**config.mk**
```make
export PLATFORM = sky130hd
export DESIGN_NAME = alu_regfile
export DESIGN_NICKNAME = d
export VERILOG_FILES = /design/src/rtl/alu_regfile_pkg.sv /design/src/rtl/alu_flag_reg.sv /design/src/rtl/alu_regfile.sv
export SDC_FILE = /design/constraint.sdc
export NUM_CORES = 1
export LEC_CHECK = 0
export BUFFER_PORTS_ARGS = -buffer_cell sky130_fd_sc_hd__buf_4
export CORE_MARGIN = 2
export CORE_UTILIZATION = 50
export CTS_BUF_LIST = sky130_fd_sc_hd__clkbuf_4
export DETAILED_ROUTE_END_ITERATION = 8
export PLACE_DENSITY = 0.77
export SETUP_SLACK_MARGIN = 0.1
export SYNTH_ARGS = -nofsm -noshare
export SYNTH_HDL_FRONTEND = slang
export SYNTH_SLANG_ARGS = --single-unit
```
**constraint.sdc**
```tcl
create_clock -name CLK -period 2.9 [get_ports CLK]
set_clock_uncertainty 0.15 [all_clocks]
set_input_delay 0.58 -clock CLK [delete_from_list [all_inputs] [get_ports CLK]]
set_output_delay 0.58 -clock CLK [all_outputs]
set_load 0.005 [all_outputs]
```
**src/rtl/alu_regfile_pkg.sv**
```systemverilog
// Shared widths and flag bit positions for the ALU register file and the
// branch/control logic that reads the latched flags.
package alu_regfile_pkg;

    localparam int DATA_W_DEF = 8;
    localparam int ADDR_W_DEF = 3;

    localparam int FLAG_W   = 5;
    localparam int FLAG_ZRO = 0;
    localparam int FLAG_NEG = 1;
    localparam int FLAG_SO  = 2;
    localparam int FLAG_CO  = 3;
    localparam int FLAG_OVR = 4;

    function automatic logic [FLAG_W-1:0] pack_flags(input logic ovr, input logic co,
                                                      input logic so, input logic neg,
                                                      input logic zro);
        logic [FLAG_W-1:0] f;
        f           = '0;
        f[FLAG_OVR] = ovr;
        f[FLAG_CO]  = co;
        f[FLAG_SO]  = so;
        f[FLAG_NEG] = neg;
        f[FLAG_ZRO] = zro;
        return f;
    endfunction

endpackage

```
**src/rtl/alu_flag_reg.sv**
```systemverilog
// Enabled status register holding the ALU condition flags for the next
// instruction's branch decision.
module alu_flag_reg
    import alu_regfile_pkg::*;
(
    input  logic              clk_i,
    input  logic              rst_ni,
    input  logic              en_i,
    input  logic [FLAG_W-1:0] flags_i,
    output logic [FLAG_W-1:0] flags_o
);

    logic [FLAG_W-1:0] flags_q, flags_d;

    always_comb begin
        flags_d = flags_q;
        if (en_i) flags_d = flags_i;
    end

    always_ff @(posedge clk_i or negedge rst_ni) begin
        if (!rst_ni) flags_q <= '0;
        else         flags_q <= flags_d;
    end

    assign flags_o = flags_q;

endmodule

```
**src/rtl/alu_regfile.sv**
```systemverilog
// Two-read/one-write register file feeding the ALU operands, with a write
// counter and the latched ALU flag register.
module alu_regfile
    import alu_regfile_pkg::*;
#(
    parameter int DATA_W   = DATA_W_DEF,
    parameter int ADDR_W   = ADDR_W_DEF,
    parameter int ZERO_REG = 1
) (
    input  logic              CLK,
    input  logic              RST_N,
    input  logic [ADDR_W-1:0] RA_ADDR,
    input  logic [ADDR_W-1:0] RB_ADDR,
    output logic [DATA_W-1:0] A_OUT,
    output logic [DATA_W-1:0] B_OUT,
    input  logic              WR_EN,
    input  logic [ADDR_W-1:0] WR_ADDR,
    input  logic [DATA_W-1:0] WR_DATA,
    input  logic              FLAG_EN,
    input  logic              ZRO_IN,
    input  logic              NEG_IN,
    input  logic              SO_IN,
    input  logic              CO_IN,
    input  logic              OVR_IN,
    output logic [FLAG_W-1:0] FLAGS,
    output logic [7:0]        WR_COUNT
);

    localparam int NREG = 2 ** ADDR_W;
    localparam bit ZR   = (ZERO_REG != 0);

    logic [NREG-1:0][DATA_W-1:0] rf;
    logic                        wr_acc;
    logic [7:0]                  cnt_q, cnt_d;

    // A discarded write to the hardwired zero register is not "accepted".
    assign wr_acc = WR_EN && !(ZR && (WR_ADDR == '0));

    for (genvar i = 0; i < NREG; i++) begin : g_reg
        if (ZR && i == 0) begin : g_zero
            assign rf[i] = '0;
        end else begin : g_store
            logic [DATA_W-1:0] mem_q, mem_d;

            always_comb begin
                mem_d = mem_q;
                if (wr_acc && WR_ADDR == ADDR_W'(i)) mem_d = WR_DATA;
            end

            always_ff @(posedge CLK or negedge RST_N) begin
                if (!RST_N) mem_q <= '0;
                else        mem_q <= mem_d;
            end

            assign rf[i] = mem_q;
        end
    end

    // Reads come from stored state, so a same-cycle write shows the old value.
    assign A_OUT = rf[RA_ADDR];
    assign B_OUT = rf[RB_ADDR];

    always_comb begin
        cnt_d = cnt_q;
        if (wr_acc && cnt_q != 8'hFF) cnt_d = cnt_q + 8'd1;
    end

    always_ff @(posedge CLK or negedge RST_N) begin
        if (!RST_N) cnt_q <= '0;
        else        cnt_q <= cnt_d;
    end

    assign WR_COUNT = cnt_q;

    alu_flag_reg u_flag_reg (
        .clk_i   (CLK),
        .rst_ni  (RST_N),
        .en_i    (FLAG_EN),
        .flags_i (pack_flags(OVR_IN, CO_IN, SO_IN, NEG_IN, ZRO_IN)),
        .flags_o (FLAGS)
    );

endmodule

```
# == After elaboration in Yosys (flattened, before gate mapping) ==
# Cells that the tools add are included.
# op_classes
eq_ne,8
reduce_logical,11
mux,4
add_sub_neg,1
order_cmp,2
# op_table
operator,n
$bmux 8 s3,2
$mux 8,2
$eq 3x3->1 const B,4
$logic_and 1x1->1,9
$add 8x1->8 const B,1
$lt 3x4->1 const B,2
$ne 8x8->1 const B,1
$eq 3x2->1 const B,2
$eq 3x1->1 const B,1
$logic_not 3->1,1
$logic_not 1->1,1
# word_totals
reg_bits,69
inputBits,26
out_inout_bits,29
elab_cells,35

# == Longest topological paths before layout ==
# depth
ltp_word,4
depth_mapped,5
mapped_depth_nobuf,4

# == Hierarchy ==
# Synthesis repeated with hierarchy kept, for this count alone.
# hier_totals
cells_unflattened,264
area_unflattened_um2,3609.7
# modules_own_cells
module,area_each_um2,n_inst,seq_area_each_um2,cells_each
alu_regfile,3428.3,1,1601.5,254
alu_flag_reg,181.4,1,125.1,10

# == Worst setup path before layout ==
# OpenSTA, ideal clock, no wires.
# synth_timing
kind,input to output
startpoint,input RA_ADDR[1]
endpoint,output A_OUT[6]
n_path_buf,2
path_stages,5
arrival_ps,1457
slack_ps,713
required_ps,2170
path_cell_list,buf_2 > buf_4 > mux2_2 > a22oi_1 > o21ai_1
# synth_between
elab_chain_len,2
# synth_lines
element,line_no,source
"start, declared",alu_regfile.sv:12,"input logic [ADDR_W-1:0] RA_ADDR,"
$bmux 8 s3,alu_regfile.sv:60,assign A_OUT = rf[RA_ADDR];
$mux 8 (implied by the code),alu_regfile.sv:60,
"end, declared",alu_regfile.sv:14,"output logic [DATA_W-1:0] A_OUT,"
# No other way between the ends. The select of a mux whose other input is x is not followed.

# == Worst setup path after layout ==
# layout_timing
startpoint,input RB_ADDR[0]
endpoint,output B_OUT[7]
# layout_between
elab_chain_len,2
# layout_lines
element,line_no,source
"start, declared",alu_regfile.sv:13,"input logic [ADDR_W-1:0] RB_ADDR,"
$bmux 8 s3,alu_regfile.sv:61,assign B_OUT = rf[RB_ADDR];
$mux 8 (implied by the code),alu_regfile.sv:61,
"end, declared",alu_regfile.sv:15,"output logic [DATA_W-1:0] B_OUT,"
# No other way between the ends. The select of a mux whose other input is x is not followed.

==> results.md <==
* Status: finished clean
* Number of DRC markers in iteration 0 at 123
* Max_slew headroom at 0.4174
* Clock-pin slew on the worst setup and hold paths at 0.11 ns
* CTS tree: built
* FF-to-FF Start: WR_COUNT[0]$_DFFE_PN0P_
* Actual slew at the worst max-slew pin at 0.8740 ns
* Synth area leaders: dfrtp_1 46%, mux2_2 24%, mux4_1 5.6%
* Root Driver: clkbuf_4
* Gr busiest metal: met2
* GPL Wtd Cong at 0.7978
* Post-CTS Setup Repair Bufs at 0
* Met1 usage at 0.2800
* Cells after synthesis at 264
* R2r worst-path depth at 4
* RSZ-0062 raised after global routing: no
* Seq/Total Area, Yosys at 0.4618
* DR vias/cell at 5.916
* I/O Pins at 55
* Share of the synthesized area in the top cell type at 0.4618
* Most common cell after layout, fill and taps aside: mux2_2
* Setup TNS at 0 ns
* Crit path launch type: input port
* Grt met3 use at 0.03923
* GRT Total Usage at 0.2031
* Max_cap viols at 0
* Routed vias at 2455
* Area Overhead vs Synth at 12.92%
* Hold_buf cts at 0
* CTS H-tree depth at 3
* Fin nets at 339
* Syn Std Cell Area at 3739 µm²
* Critical-path maximum fanout at 17
* Power Density at 629.3 nW/µm²
* Wire length per cell at 18.84 µm
* Share of cells above drive strength 1 at 0.5222
* Peak supply drop at 382.7 µV
* Netlist cell types at 33
* First-pass GRT wire length at 12850 µm
* Avg Inst Size Synth at 14.16 µm²
* Post-CTS Resized at 0
* Worst min path class: input port to asynchronous set/reset pin
* Reg2reg end: WR_COUNT[1]$_DFFE_PN0P_
* CTS buffer count at 9
* WP data required at 2.17 ns
* Final period util at 0.8718
* Flops & latches, synth at 69
* Residual DRC at 0
* Max Fclk at 395.5 MHz
* Input/output buffers at 54
* CP Class: input port to output pin
* Final hold violations at 0
* CTS Sinks at 69
* Antenna diodes at 0
* Reg2Reg Setup Slack at 1.21 ns
* First drt pass iteration count at 4
* Most frequent cells in the layout: 79 x mux2_2, 69 x dfrtp_1, 55 x buf_4
* Worst endpoint data arrival time at 1.80 ns
* Clock Latency Late Sink at 0.40 ns
* FP Rows at 31
* GR Util met2 at 0.3190
* Wirelength, routed at 7819 µm
* Final setup fails at 0
* DIE HEIGHT at 90.47 µm
* Leak Pwr at 1.859 nW
* Post-DP HPWL at 5254 µm
* Vias in the first global route at 2386
* Die X at 90.47 µm
* Hold slack final at 0.1060 ns
* Critical path capture point type: output pin
* Area leader, netlist: dfrtp_1
* Number of antenna violations at the first check in global routing at 0
* Final min period at 2.528 ns
* Starting Density at 0.5154
* Largest net degree at the start of global routing at 70
* Fillers at 602
* Synth Net Count at 291
* Max Buffers Root-to-Sink at 2
* Die area at 8185 µm²
* Core area at 7253 µm²
* Antenna-violating nets left at 0
* Fin. max-slew vios at 0
* Synth warn at 0
* Gr ovfl total at 0
==> how the worst max path moves through the flow <==
| stage | start | cells past startpoint | endpoint |
|---|---|---|---|
| finish | RB_ADDR[0] | 5 | B_OUT[7] |
| global route | RB_ADDR[0] | 5 | B_OUT[7] |
| CTS | RB_ADDR[0] | 5 | B_OUT[7] |
| detailed placement | RB_ADDR[0] | 5 | B_OUT[7] |
| global placement | RB_ADDR[0] | 5 | B_OUT[7] |
| floorplan | RA_ADDR[1] | 5 | A_OUT[6] |
==> routing by layer <==
metal	vias to the layer above	wire length, µm
li1	1111	-
met3	10	375
met4	0	116
met1	1268	3441
met5	-	0
met2	66	3885
==> cell families after synthesis <==
kind of cell / count (synthesis) / share of synthesized area
compound gates: 37 / 0.06894
simple gates: 32 / 0.05991
xor+xnor: 4 / 0.009370
fa+ha+maj: 1 / 0.003346
buf+inv: 24 / 0.04819
flops: 69 / 0.4618
mux: 97 / 0.3484
==> power breakdown <==
group,internal [mW],switching (mW)
Sequential,1.19,0.191
Clock,0.196,0.313
Combinational,0.491,0.280
Total,1.87,0.783
==> flip-flops by register name, indices dropped and copies added (netlist names) <==
name	cells
g.g_store.mem_q	56
WR_COUNT	8
u_flag_reg.flags_o	5
==> Yosys cell counts <==
master	instances
o21ai_2	1
xnor2_1	4
buf_2	6
o2111ai_1	1
and4bb_2	2
nand4b_2	3
a22oi_1	10
nand2b_1	1
and3_1	2
mux2_2	79
buf_4	4
nand4_2	1
nor3_4	1
mux4_2	8
a21oi_1	6
nand3_1	1
and2_1	1
inv_1	6
buf_8	2
nand4_1	3
a221oi_1	6
dfrtp_1	69
mux4_1	8
o211ai_1	2
o21ai_1	4
o21ai_0	6
and2b_1	2
o31a_4	1
buf_6	6
ha_1	1
and4_1	1
nand2_1	14
mux2_1	2
==> per-stage QoR <==
step,util,std cells,setup WS (ns),total power [mW],cell area (µm²)
floorplan,-,264,0.7135,1.852,3739
global placement,0.5677,400,0.4206,2.135,4118
detailed placement,0.5677,400,0.3898,2.169,4118
CTS,0.5820,415,0.3897,2.678,4222
global route,0.5820,415,0.3207,2.815,4222
finish,0.5820,415,0.3716,2.657,4222
==> cell type report <==
cell class	instances	area, µm²	area share
clock buffers	12	90.09	0.02134
repair buffers	55	412.9	0.09781
multi-input cells	171	1832	0.4339
well taps	99	123.9	0.02934
clock inverters	3	13.76	0.003260
inverters	6	22.52	0.005335
flip-flops and latches	69	1727	0.4090
==> critical path, stage by stage <==
cell	delay [ns]
buf_4	0.25
mux4_1	0.59
nand2_1	0.08
o21ai_0	0.12
buf_4	0.17
Note: power is estimated with default switching activity, not from simulation.
